===== src/rtl/fifo_pkg.sv =====
// Shared defaults, operation encoding and pointer-width helper for the synchronous FIFO.
package fifo_pkg;

  localparam int unsigned DEF_FIFO_WIDTH = 8;
  localparam int unsigned DEF_FIFO_DEPTH = 16;

  // Encoded as {write accepted, read accepted}.
  typedef enum logic [1:0] {
    OP_IDLE  = 2'b00,
    OP_READ  = 2'b01,
    OP_WRITE = 2'b10,
    OP_BOTH  = 2'b11
  } fifo_op_e;

  function automatic int unsigned ptr_width(input int unsigned depth);
    return (depth > 1) ? $clog2(depth) : 1;
  endfunction

endpackage


===== src/rtl/fifo_mem.sv =====
// FIFO storage: register array with a synchronous write port and a registered read port.
module fifo_mem
  import fifo_pkg::*;
#(
  parameter  int unsigned FIFO_WIDTH = DEF_FIFO_WIDTH,
  parameter  int unsigned FIFO_DEPTH = DEF_FIFO_DEPTH,
  localparam int unsigned AW         = ptr_width(FIFO_DEPTH)
) (
  input  logic                  clk,
  input  logic                  rstN,
  input  logic                  wr_en,
  input  logic [AW-1:0]         wr_addr,
  input  logic [FIFO_WIDTH-1:0] data_in,
  input  logic                  rd_en,
  input  logic [AW-1:0]         rd_addr,
  output logic [FIFO_WIDTH-1:0] data_out
);

  logic [FIFO_WIDTH-1:0] mem [FIFO_DEPTH];

  always_ff @(posedge clk) begin
    if (wr_en) mem[wr_addr] <= data_in;
  end

  // Read and write to the same slot on one edge returns the old contents.
  always_ff @(posedge clk or negedge rstN) begin
    if (!rstN)      data_out <= '0;
    else if (rd_en) data_out <= mem[rd_addr];
  end

endmodule


===== src/rtl/sync_fifo.sv =====
// Single-clock FIFO: pointer, occupancy and flag control around fifo_mem.
// Optional sticky overflow/underflow outputs are enabled by defining FIFO_ERR_FLAGS_EN.
module sync_fifo
  import fifo_pkg::*;
#(
  parameter int unsigned FIFO_WIDTH = DEF_FIFO_WIDTH,
  parameter int unsigned FIFO_DEPTH = DEF_FIFO_DEPTH
) (
  input  logic                  clk,
  input  logic                  rstN,
  input  logic                  wr_en,
  input  logic                  rd_en,
  input  logic [FIFO_WIDTH-1:0] data_in,
  output logic [FIFO_WIDTH-1:0] data_out,
  output logic                  empty,
  output logic                  full
`ifdef FIFO_ERR_FLAGS_EN
  ,
  output logic                  overflow,
  output logic                  underflow
`endif
);

  localparam int unsigned PW = ptr_width(FIFO_DEPTH);
  localparam int unsigned CW = PW + 1;

  logic [PW-1:0] wr_ptr;
  logic [PW-1:0] rd_ptr;
  logic [CW-1:0] count;
  logic          wr_ok;
  logic          rd_ok;
  fifo_op_e      op;

  assign empty = (count == '0);
  assign full  = (count == CW'(FIFO_DEPTH));

  // A read frees a slot in the same cycle, so a full FIFO still takes a write then.
  assign rd_ok = rd_en && !empty;
  assign wr_ok = wr_en && (!full || rd_ok);

  always_comb begin
    op = fifo_op_e'({wr_ok, rd_ok});
  end

  always_ff @(posedge clk or negedge rstN) begin
    if (!rstN) begin
      wr_ptr <= '0;
      rd_ptr <= '0;
      count  <= '0;
    end else begin
      if (wr_ok) wr_ptr <= wr_ptr + PW'(1);
      if (rd_ok) rd_ptr <= rd_ptr + PW'(1);
      case (op)
        OP_WRITE: count <= count + CW'(1);
        OP_READ:  count <= count - CW'(1);
        default:  count <= count;
      endcase
    end
  end

`ifdef FIFO_ERR_FLAGS_EN
  always_ff @(posedge clk or negedge rstN) begin
    if (!rstN) begin
      overflow  <= 1'b0;
      underflow <= 1'b0;
    end else begin
      if (wr_en && !wr_ok) overflow  <= 1'b1;
      if (rd_en && empty)  underflow <= 1'b1;
    end
  end
`endif

  fifo_mem #(
    .FIFO_WIDTH(FIFO_WIDTH),
    .FIFO_DEPTH(FIFO_DEPTH)
  ) u_mem (
    .clk     (clk),
    .rstN    (rstN),
    .wr_en   (wr_ok),
    .wr_addr (wr_ptr),
    .data_in (data_in),
    .rd_en   (rd_ok),
    .rd_addr (rd_ptr),
    .data_out(data_out)
  );

endmodule


===== config.mk =====
export PLATFORM = sky130hd
export DESIGN_NAME = sync_fifo
export DESIGN_NICKNAME = d
export VERILOG_FILES = /design/src/rtl/fifo_pkg.sv /design/src/rtl/fifo_mem.sv /design/src/rtl/sync_fifo.sv
export SDC_FILE = /design/constraint.sdc
export NUM_CORES = 1
export LEC_CHECK = 0
export BUFFER_PORTS_ARGS = -buffer_cell sky130_fd_sc_hd__buf_2
export CAP_MARGIN = 30
export CELL_PAD_IN_SITES_DETAIL_PLACEMENT = 1
export CELL_PAD_IN_SITES_GLOBAL_PLACEMENT = 1
export CORE_MARGIN = 10
export CORE_UTILIZATION = 50
export DETAILED_ROUTE_END_ITERATION = 12
export PLACE_DENSITY_LB_ADDON = 0.25
export SYNTH_ARGS = -nofsm -noshare
export SYNTH_HDL_FRONTEND = slang
export SYNTH_HIERARCHICAL = 1
export SYNTH_SLANG_ARGS = --single-unit

===== constraint.sdc =====
create_clock -name clk -period 4 [get_ports clk]
set_clock_uncertainty 0.2 [all_clocks]
set_input_delay 0.6 -clock clk [delete_from_list [all_inputs] [get_ports clk]]
set_output_delay 0.6 -clock clk [all_outputs]
set_load 0.01 [all_outputs]

Word-level counts from Yosys, hierarchy flattened
Memories as Yosys holds them, arrays and structs flattened. A register that Yosys moved wholly into a read port is not among the register bits.
Cells that the tools add are included.
{ "classes": {"bitwise": 0, "n_shift": 0, "n_div": 0, "reduce_logical": 8, "magnitude_cmp": 0, "mul": 0, "eq_ne": 3, "n_mux": 3, "add_sub_neg": 4} }
{ "op_table": {"columns": ["operator", "count"], "rows": [
  ["$pmux W5 S2", 1],
  ["$add A4 B1 Y4 const B", 2],
  ["$add A5 B1 Y5 const B", 1],
  ["$eq A5 B5 Y1 const B", 1],
  ["$logic_not A5 Y1", 1],
  ["$sub A5 B1 Y5 const B", 1],
  ["$logic_not A1 Y1", 3],
  ["$eq A2 B1 Y1 const B", 1],
  ["$eq A2 B2 Y1 const B", 1],
  ["$logic_and A1 B1 Y1", 2],
  ["$mux W1", 2],
  ["$reduce_bool A2 Y1", 1],
  ["$logic_or A1 B1 Y1", 1]
]} }
{ "word_totals": {"ff_bits": 13, "out_inout_bits": 10, "inputBits": 12, "latchBits": 0, "rom_bits": 0, "mem_bits_rw": 128, "mem_count": 1} }
{ "mem_list": {"columns": ["memory", "depth", "width", "read_ports", "rd_ports_with_merged_regs", "wr", "line", "source"], "rows": [
  ["u_mem.mem", 16, 8, 1, 1, 1, "fifo_mem.sv:19", "logic [FIFO_WIDTH-1:0] mem [FIFO_DEPTH];"]
]} }

Depth between registers and ports, before layout
Gate-level depths: netlist of the first run.
{ "depth": {"word_depth": 7, "depth_mapped": 9, "depth_no_buf": 8} }

Hierarchy
Netlist of the first run, hierarchy kept.
{ "modules_own_cells": {"columns": ["module", "instances", "cells_each", "area_per_inst_um2"], "rows": [
  ["fifo_mem", 1, 240, 5331.4],
  ["sync_fifo", 1, 83, 862.1]
]} }

Least setup slack after synthesis of the first run
Ideal clock, no wire load.
{ "synth_path": {"kind": "flip-flop to flip-flop", "startpoint": "register count[3]", "endpoint": "register count[4]", "slack_ps": 880, "stages_incl_launch_ff": 10, "period_less_slack_ps": 3120, "arrival_time_ps": 2796, "required_ps": 3676, "path_cell_list": "dfrtp_1 -> or4_1 -> buf_6 -> o21ai_4 -> nor2_1 -> fa_1 -> a21o_1 -> a21oi_1 -> mux2_2 -> a211o_1"} }
{ "synth_between": {"elab_chain_cells": 7, "word_cells_on_any_way": 13, "cone_classes": "add/sub: 2; eq/ne: 3; mux: 1; reduce/logical: 7"} }
{ "synth_lines": {"columns": ["element", "line", "source"], "rows": [
  ["start, declared", "sync_fifo.sv:29", "logic [CW-1:0] count;"],
  ["start signal, assigned", "sync_fifo.sv:54", "OP_WRITE: count <= count + CW'(1);"],
  ["start signal, assigned", "sync_fifo.sv:55", "OP_READ: count <= count - CW'(1);"],
  ["start signal, assigned", "sync_fifo.sv:56", "default: count <= count;"],
  ["$logic_not A5 Y1", "sync_fifo.sv:34", "assign empty = (count == '0);"],
  ["$logic_not A1 Y1", "sync_fifo.sv:38", "assign rd_ok = rd_en && !empty;"],
  ["$logic_and A1 B1 Y1", "sync_fifo.sv:38", null],
  ["$logic_or A1 B1 Y1", "sync_fifo.sv:39", "assign wr_ok = wr_en && (!full || rd_ok);"],
  ["$logic_and A1 B1 Y1", "sync_fifo.sv:39", null],
  ["$eq A2 B1 Y1 / $eq A2 B2 Y1 (equally long branches)", "sync_fifo.sv:53", "case (op)"],
  ["$pmux W5 S2 / $reduce_bool A2 Y1 (equally long branches)", null, null]
]} }
Several ways; a longest one is shown, not always the timed one.
A chain may end at the register's enable or synchronous reset.

Worst setup path in the final report of the first run
Ends and elaborated chain as after synthesis.

==> results_dict.tcl, run 1 <==
set metrics [dict create \
    status "finished, final reports clean" \
    max_freq_ghz 0.296 \
    grt.overflow.total 0 \
    cp.arrival_ps 3480 \
    final-max-slew-violation-count 0 \
    num_rows 40 \
    reg2reg_slack_ps 620 \
    wire_per_inst_um 23.8 \
    synth_compound_area_share_pct 5.15 \
    viasPerCell 5.82 \
    startpoint_type "register" \
    dieArea_um2 17200 \
    cts_buffers 17 \
    port_buffers 21 \
    post_cts_buffers 0 \
    syn_to_final_growth_pct 13.6 \
    cts_hold_buf 1 \
    synth.distinct_cells 45 \
    diodes 0 \
    crit_fanout 6 \
    netlist_area_um2 6190 \
    grt.total_usage_pct 15.8 \
    required_ps 4110 \
    avgSynthCellArea_um2 19.2 \
    period_minus_slack_ps 3380 \
    num_vias 3118 \
    drtAntennaViolNets 0 \
    hp-start "rd_en" \
    synth-seq-cells 149 \
    grt_pass1_wl_um 20400 \
    hold_viol_final 0 \
    yosysSeqAreaShare_pct 70.5 \
    htree_levels 4 \
    r2r-start "count[3]" \
    io-pin-count 22 \
    start_util_pct 51.3 \
    synth_ff_type "edfxtp_1" \
    seqCellArea_um2 4370 \
    async_reset_ff_share_pct 14.1 \
    cts_num_sinks 149 \
    synth-xor-area-share_pct 1.27 \
    cp-end-kind "register" \
    clockBufferDepth 2 \
    min_path_cells 2 \
    synthSimpleGateAreaFrac_pct 4.93 \
    worst_slew_pin_slew_ps 1030 \
    final_util_pct 58.3 \
    core_area_um2 12100 \
    met2_usage_pct 24.9 \
    fp.dieW_um 131 \
    drt_iter0_drc 264 \
    root_buffer "clkbuf_16" \
    syn-num-nets 341 \
    r2r_end "count[4]" \
    grt_max_degree 35 \
    worst_hold_path.endpoint "count[1]" \
    p_leak_nw 2.41 \
    multiInputGateArea_um2 1670 \
    clk_pin_slew_ps 60 \
    fin_setup_tns_ps 0 \
    rsz0062_at_grt "no" \
    grt_use_met1_pct 20.1 \
    irDropWorstVdd_v 0.000562 \
    cts_resized 0 \
    grt_pass1_vias 3400 \
    fin_crit_sh_pct 84.4 \
    p_per_area_nw_per_um2 743 \
    fill_cells 1054 \
    finalSetupViolations 0 \
    drive_gt1_share_pct 27.7 \
    syn_inst 323 \
    relSlewSlack_pct 31.0 \
    die_h_um 131 \
    hold_class "input port to register" \
    busiest_layer "met2" \
    drv_cap 0 \
    synth.yosys.warnings 6 \
    gp_congestion 0.819 \
    routed_wl_um 12800 \
    critPathKind "register to register" \
    drc 0 \
    use_met3_pct 5.07 \
    synth-edff-count 128 \
    synthMuxAreaShare_pct 14.2 \
    post-dp-hpwl_um 8190 \
    nNetsFinal 373 \
    cts_tree "yes" \
    synth_top_family_by_area "multiplexers" \
    antenna_found_initial 0 \
    r2r.worst_path.cells 8 \
    clk_latency_ps 420 \
    yosys.area_share.adder_pct 1.33 \
    first_pass_iters 4 \
]
-- flip-flops by register name, indices dropped and copies added (netlist names) --
register,count
wr_ptr,4
count,5
rd_ptr,4
u_mem/data_out,8
u_mem/mem,128
-- metrics by stage --
stage	setup WS [ps]	instance area [um2]	cells	total power [mW]	hold WS [ps]
after floorplan	880	6190	323	3.30	104
after detailed placement	615	6420	503	3.65	325
after global routing	404	7040	536	5.51	306
final	623	7040	536	5.23	316
after global placement	718	6420	503	3.59	317
after CTS	611	7040	536	5.30	290
-- layout by cell type, fill, tap and decap left out, drive strengths merged, types with 2 or more instances in the layout --
cell type and count:
and2 2, nand3b 4, xor2 2, ha 5
nor2 28, dfrtp 21, nand2b 6, nor2b 2
o22ai 9, a21o 2, o21ai 2, edfxtp 128
bufinv 4, a21oi 5, xnor2 7, mux4 32
nor3 5, nand2 8, mux2 3, clkbuf 21
buf 29, a221oi 9, inv 2, mux2i 10
clkinv 7, nand4 2
-- kinds of logic after synthesis --
family          Yosys count
compound gates           33
fa+ha+maj                 6
mux                      45
flops                   149
xor+xnor                  9
buf+inv                  19
simple gates             62
-- metal layers --
metal	vias up	wire (um)
met3	10	746
met4	0	125
li1	1379	-
met2	77	6430
met5	-	0
met1	1652	5470
-- synth_stat cells (2+ instances only) --
cell type  number  share of area, %
edfxtp_1      128                62
nor2_1         28               1.7
mux4_2         26               9.5
dfrtp_1        21               8.5
mux2i_1        10               1.6
a221oi_2        8               1.9
nand2_1         8              0.48
o22ai_1         8              0.81
xnor2_1         7              0.99
buf_6           6               1.1
mux4_1          6               2.5
nand2b_1        6              0.61
a21oi_1         5              0.40
ha_1            5               1.0
nor3_1          5              0.40
buf_1           4              0.24
buf_2           4              0.32
nand3b_1        4              0.48
a21o_1          2              0.24
and2_1          2              0.20
buf_12          2              0.65
mux2_2          2              0.36
nand4_1         2              0.20
nor2b_1         2              0.20
xor2_1          2              0.28
-- how the worst max path moves through the flow --
| stage | depth (start not counted) | endpoint | slack, ps | start |
|---|---|---|---|---|
| 6_report | 8 | count[4] | 620 | count[3] |
| 5_1_grt | 8 | count[4] | 400 | count[0] |
| 4_1_cts | 8 | count[4] | 610 | count[3] |
| 3_5_place_dp | 8 | count[4] | 610 | count[3] |
| 3_3_place_gp | 8 | count[4] | 720 | count[3] |
| 2_1_floorplan | 9 | count[4] | 880 | count[3] |
-- power by group --
group / total, mW / internal [mW] / switching (mW)
sequential: 2.15 / 1.94 / 0.211
clock: 1.64 / 1.05 / 0.585
combinational: 1.44 / 0.676 / 0.764
-- critical path, stage by stage (launching register included) --
cell     delay, ps
dfrtp_1        420
or4_1          700
o21ai_4        260
nor2_1         140
fa_1           420
a21o_1         190
a21oi_1        270
mux2_2         380
a211o_1        280
-- final cells by class --
cell class | count | area share, %
clock inverters | 11 | 2.24
repair buffers | 30 | 2.49
flip-flops and latches | 149 | 62.1
well taps | 168 | 2.99
inverters | 2 | 0.107
multi-input cells | 155 | 23.7
clock buffers | 21 | 6.40
(Power assumes the default switching activity.)
==> run 2, diff against run 1 <==
--- a/config.mk
+++ b/config.mk
@@ -10,7 +10,7 @@
 export CELL_PAD_IN_SITES_DETAIL_PLACEMENT = 1
 export CELL_PAD_IN_SITES_GLOBAL_PLACEMENT = 1
 export CORE_MARGIN = 10
-export CORE_UTILIZATION = 50
+export CORE_UTILIZATION = 48
 export DETAILED_ROUTE_END_ITERATION = 12
 export PLACE_DENSITY_LB_ADDON = 0.25
 export SYNTH_ARGS = -nofsm -noshare
==> constraint.sdc (replaced) <==
create_clock -name clk -period 2.8 [get_ports clk]
set_clock_uncertainty 0.2 [all_clocks]
set_input_delay 0.42 -clock clk [delete_from_list [all_inputs] [get_ports clk]]
set_output_delay 0.42 -clock clk [all_outputs]
set_load 0.01 [all_outputs]
==> results_dict.tcl, run 2 (same netlist as run 1, synthesis figures left out) <==
set metrics [dict create \
    status "finished, final reports clean" \
    finalSetupViolations 0 \
    antenna_found_initial 0 \
    grt_use_met1_pct 20.4 \
    p_leak_nw 2.54 \
    grt.overflow.total 0 \
    grt.total_usage_pct 15.8 \
    critPathKind "register to register" \
    required_ps 2910 \
    dp_cells 525 \
    core_area_um2 12600 \
    fin_crit_sh_pct 99.2 \
    seq_power_share_pct 39.1 \
    grt_pass1_vias 3453 \
    worst_slew_pin_slew_ps 964 \
    drtAntennaViolNets 0 \
    cp-end-kind "register" \
    drt_iter0_drc 258 \
    nNetsFinal 396 \
    met2_usage_pct 25.7 \
    diodes 0 \
    period_minus_slack_ps 2780 \
    io-pin-count 22 \
    syn_to_final_growth_pct 17.4 \
    hold_viol_final 0 \
    min_path_cells 2 \
    cts_tree "yes" \
    htree_levels 4 \
    power.switching_mw 2.40 \
    biggestRegsByFlops "u_mem/mem: 128 flops, u_mem/data_out: 8 flops, count: 5 flops" \
    port_buffers 21 \
    busiest_layer "met2" \
    hold_class "input port to register" \
    viasPerCell 5.64 \
    worst_hold_path.endpoint "count[1]" \
    p_per_area_nw_per_um2 1060 \
    max_freq_ghz 0.360 \
    cts_num_sinks 149 \
    root_buffer "clkbuf_16" \
    fin_setup_tns_ps 0 \
    first_pass_iters 5 \
    use_met3_pct 3.53 \
    r2r.worst_path.cells 8 \
    p_int_mw 5.33 \
    r2r_end "count[4]" \
    final_common_cell "edfxtp_1" \
    routed_wl_um 13500 \
    relSlewSlack_pct 35.5 \
    post_dp_cell_area_um2 6600 \
    drive_gt1_share_pct 33.8 \
    die_h_um 134 \
    pwr-share-clk_pct 29.1 \
    start_util_pct 49.1 \
    p_comb_share_pct 31.8 \
    num_rows 41 \
    grt_max_degree 35 \
    largest_reg_flops 128 \
    num_vias 3173 \
    post-dp-hpwl_um 8670 \
    swShare_pct 31.1 \
    final-max-slew-violation-count 0 \
    clk_pin_slew_ps 60 \
    drv_cap 0 \
    dieArea_um2 17800 \
    clockBufferDepth 2 \
    rsz0062_at_grt "yes" \
    final_cell_mix "edfxtp_1, buf_4, nor2_1, mux4_2" \
    fp.dieW_um 134 \
    fill_cells 1157 \
    final_util_pct 57.6 \
    registers.top_by_ff_count "u_mem/mem" \
    cp.arrival_ps 2890 \
    cp_slowest_cell "or4_4" \
    gp_congestion 0.753 \
    critPathMaxStageDelay_ps 560 \
    r2r-start "count[1]" \
    irDropWorstVdd_v 0.000493 \
    startpoint_type "register" \
    final-instance-count-excl-fill 563 \
    reg2reg_slack_ps 20 \
    drc 0 \
    hp-start "rd_en" \
    grt_pass1_wl_um 21000 \
    finalInstanceArea_um2 7270 \
    wire_per_inst_um 24.0 \
    path_cells "or4_4 -> o21ai_4 -> nor2_4 -> fa_2 -> a21o_1 -> a21oi_4 -> mux2_4 -> a211o_1" \
    crit_fanout 4 \
    cts_buffers 17 \
    clk_latency_ps 420 \
]
-- run 2: changes by cell type in the layout (fill, tap and decap cells not counted), moves of 2 or more --
cell and delta:
clkinv_2 -2, buf_4 +21, buf_12 +2, mux2_2 -2
inv_6 +2, mux2_4 +2, bufinv_16 -2, clkinvlp_4 +2
-- run 2: timing repair --
action / in CTS / in global routing
endpoints found under the hold margin: 21 / 0
hold buffers: 1 / 0
buffers inserted: 4 / 1
pin swaps: 7 / 2
setup endpoints to repair: 1 / 2
gates resized for setup: 3 / 4
cloned: 0 / 0
-- run 2: stage by stage --
stage | power [mW] | worst slack (ps) | hold WS [ps]
after global routing | 8.11 | -83.6 | 195
final | 7.73 | 22.4 | 171
after floorplan | 4.73 | -195 | -75.6
after global placement | 5.33 | -64.4 | 227
after detailed placement | 5.45 | -133 | 229
after CTS | 7.76 | -18.2 | 155
-- run 2: worst max path at each step --
stage	start	to	slack, ps	cells after the start
floorplan	count[3]	count[4]	-200	9
global placement	count[3]	count[4]	-60	8
detailed placement	count[3]	count[4]	-130	8
CTS	count[1]	count[4]	-20	8
global route	count[1]	count[4]	-80	8
finish	count[1]	count[4]	20	8
-- run 2: critical path, delay by kind of cell (launching register included) --
family	cells	cell delay [ps]
adders and majority gates	1	370
muxes	1	310
DFF	1	370
and+or+nand+nor	2	630
AOI/OAI and AO/OA	4	790
-- run 2: routing by layer --
metal	vias up	routed length [um]
met5	-	0
met4	0	170
met3	14	405
met2	65	6740
met1	1671	6190
li1	1423	-
-- run 2: layout make-up --
cell class	count	area (um2)	area share, %
Clock buffer	21	460	6.34
Clock inverter	11	125	1.72
Inverter	2	7.51	0.103
Multi-Input combinational cell	155	1720	23.6
Sequential cell	149	4370	60.1
Tap cell	172	215	2.96
Timing Repair Buffer	53	373	5.13
-- run 2: power groups by stage --
stage	Clock, mW	Combinational (mW)	Sequential (mW)
after floorplan	0	1.72	3.01
final	2.25	2.46	3.02
after detailed placement	0	2.38	3.06
after CTS	2.28	2.45	3.03
after global placement	0	2.30	3.04
after global routing	2.38	2.67	3.07
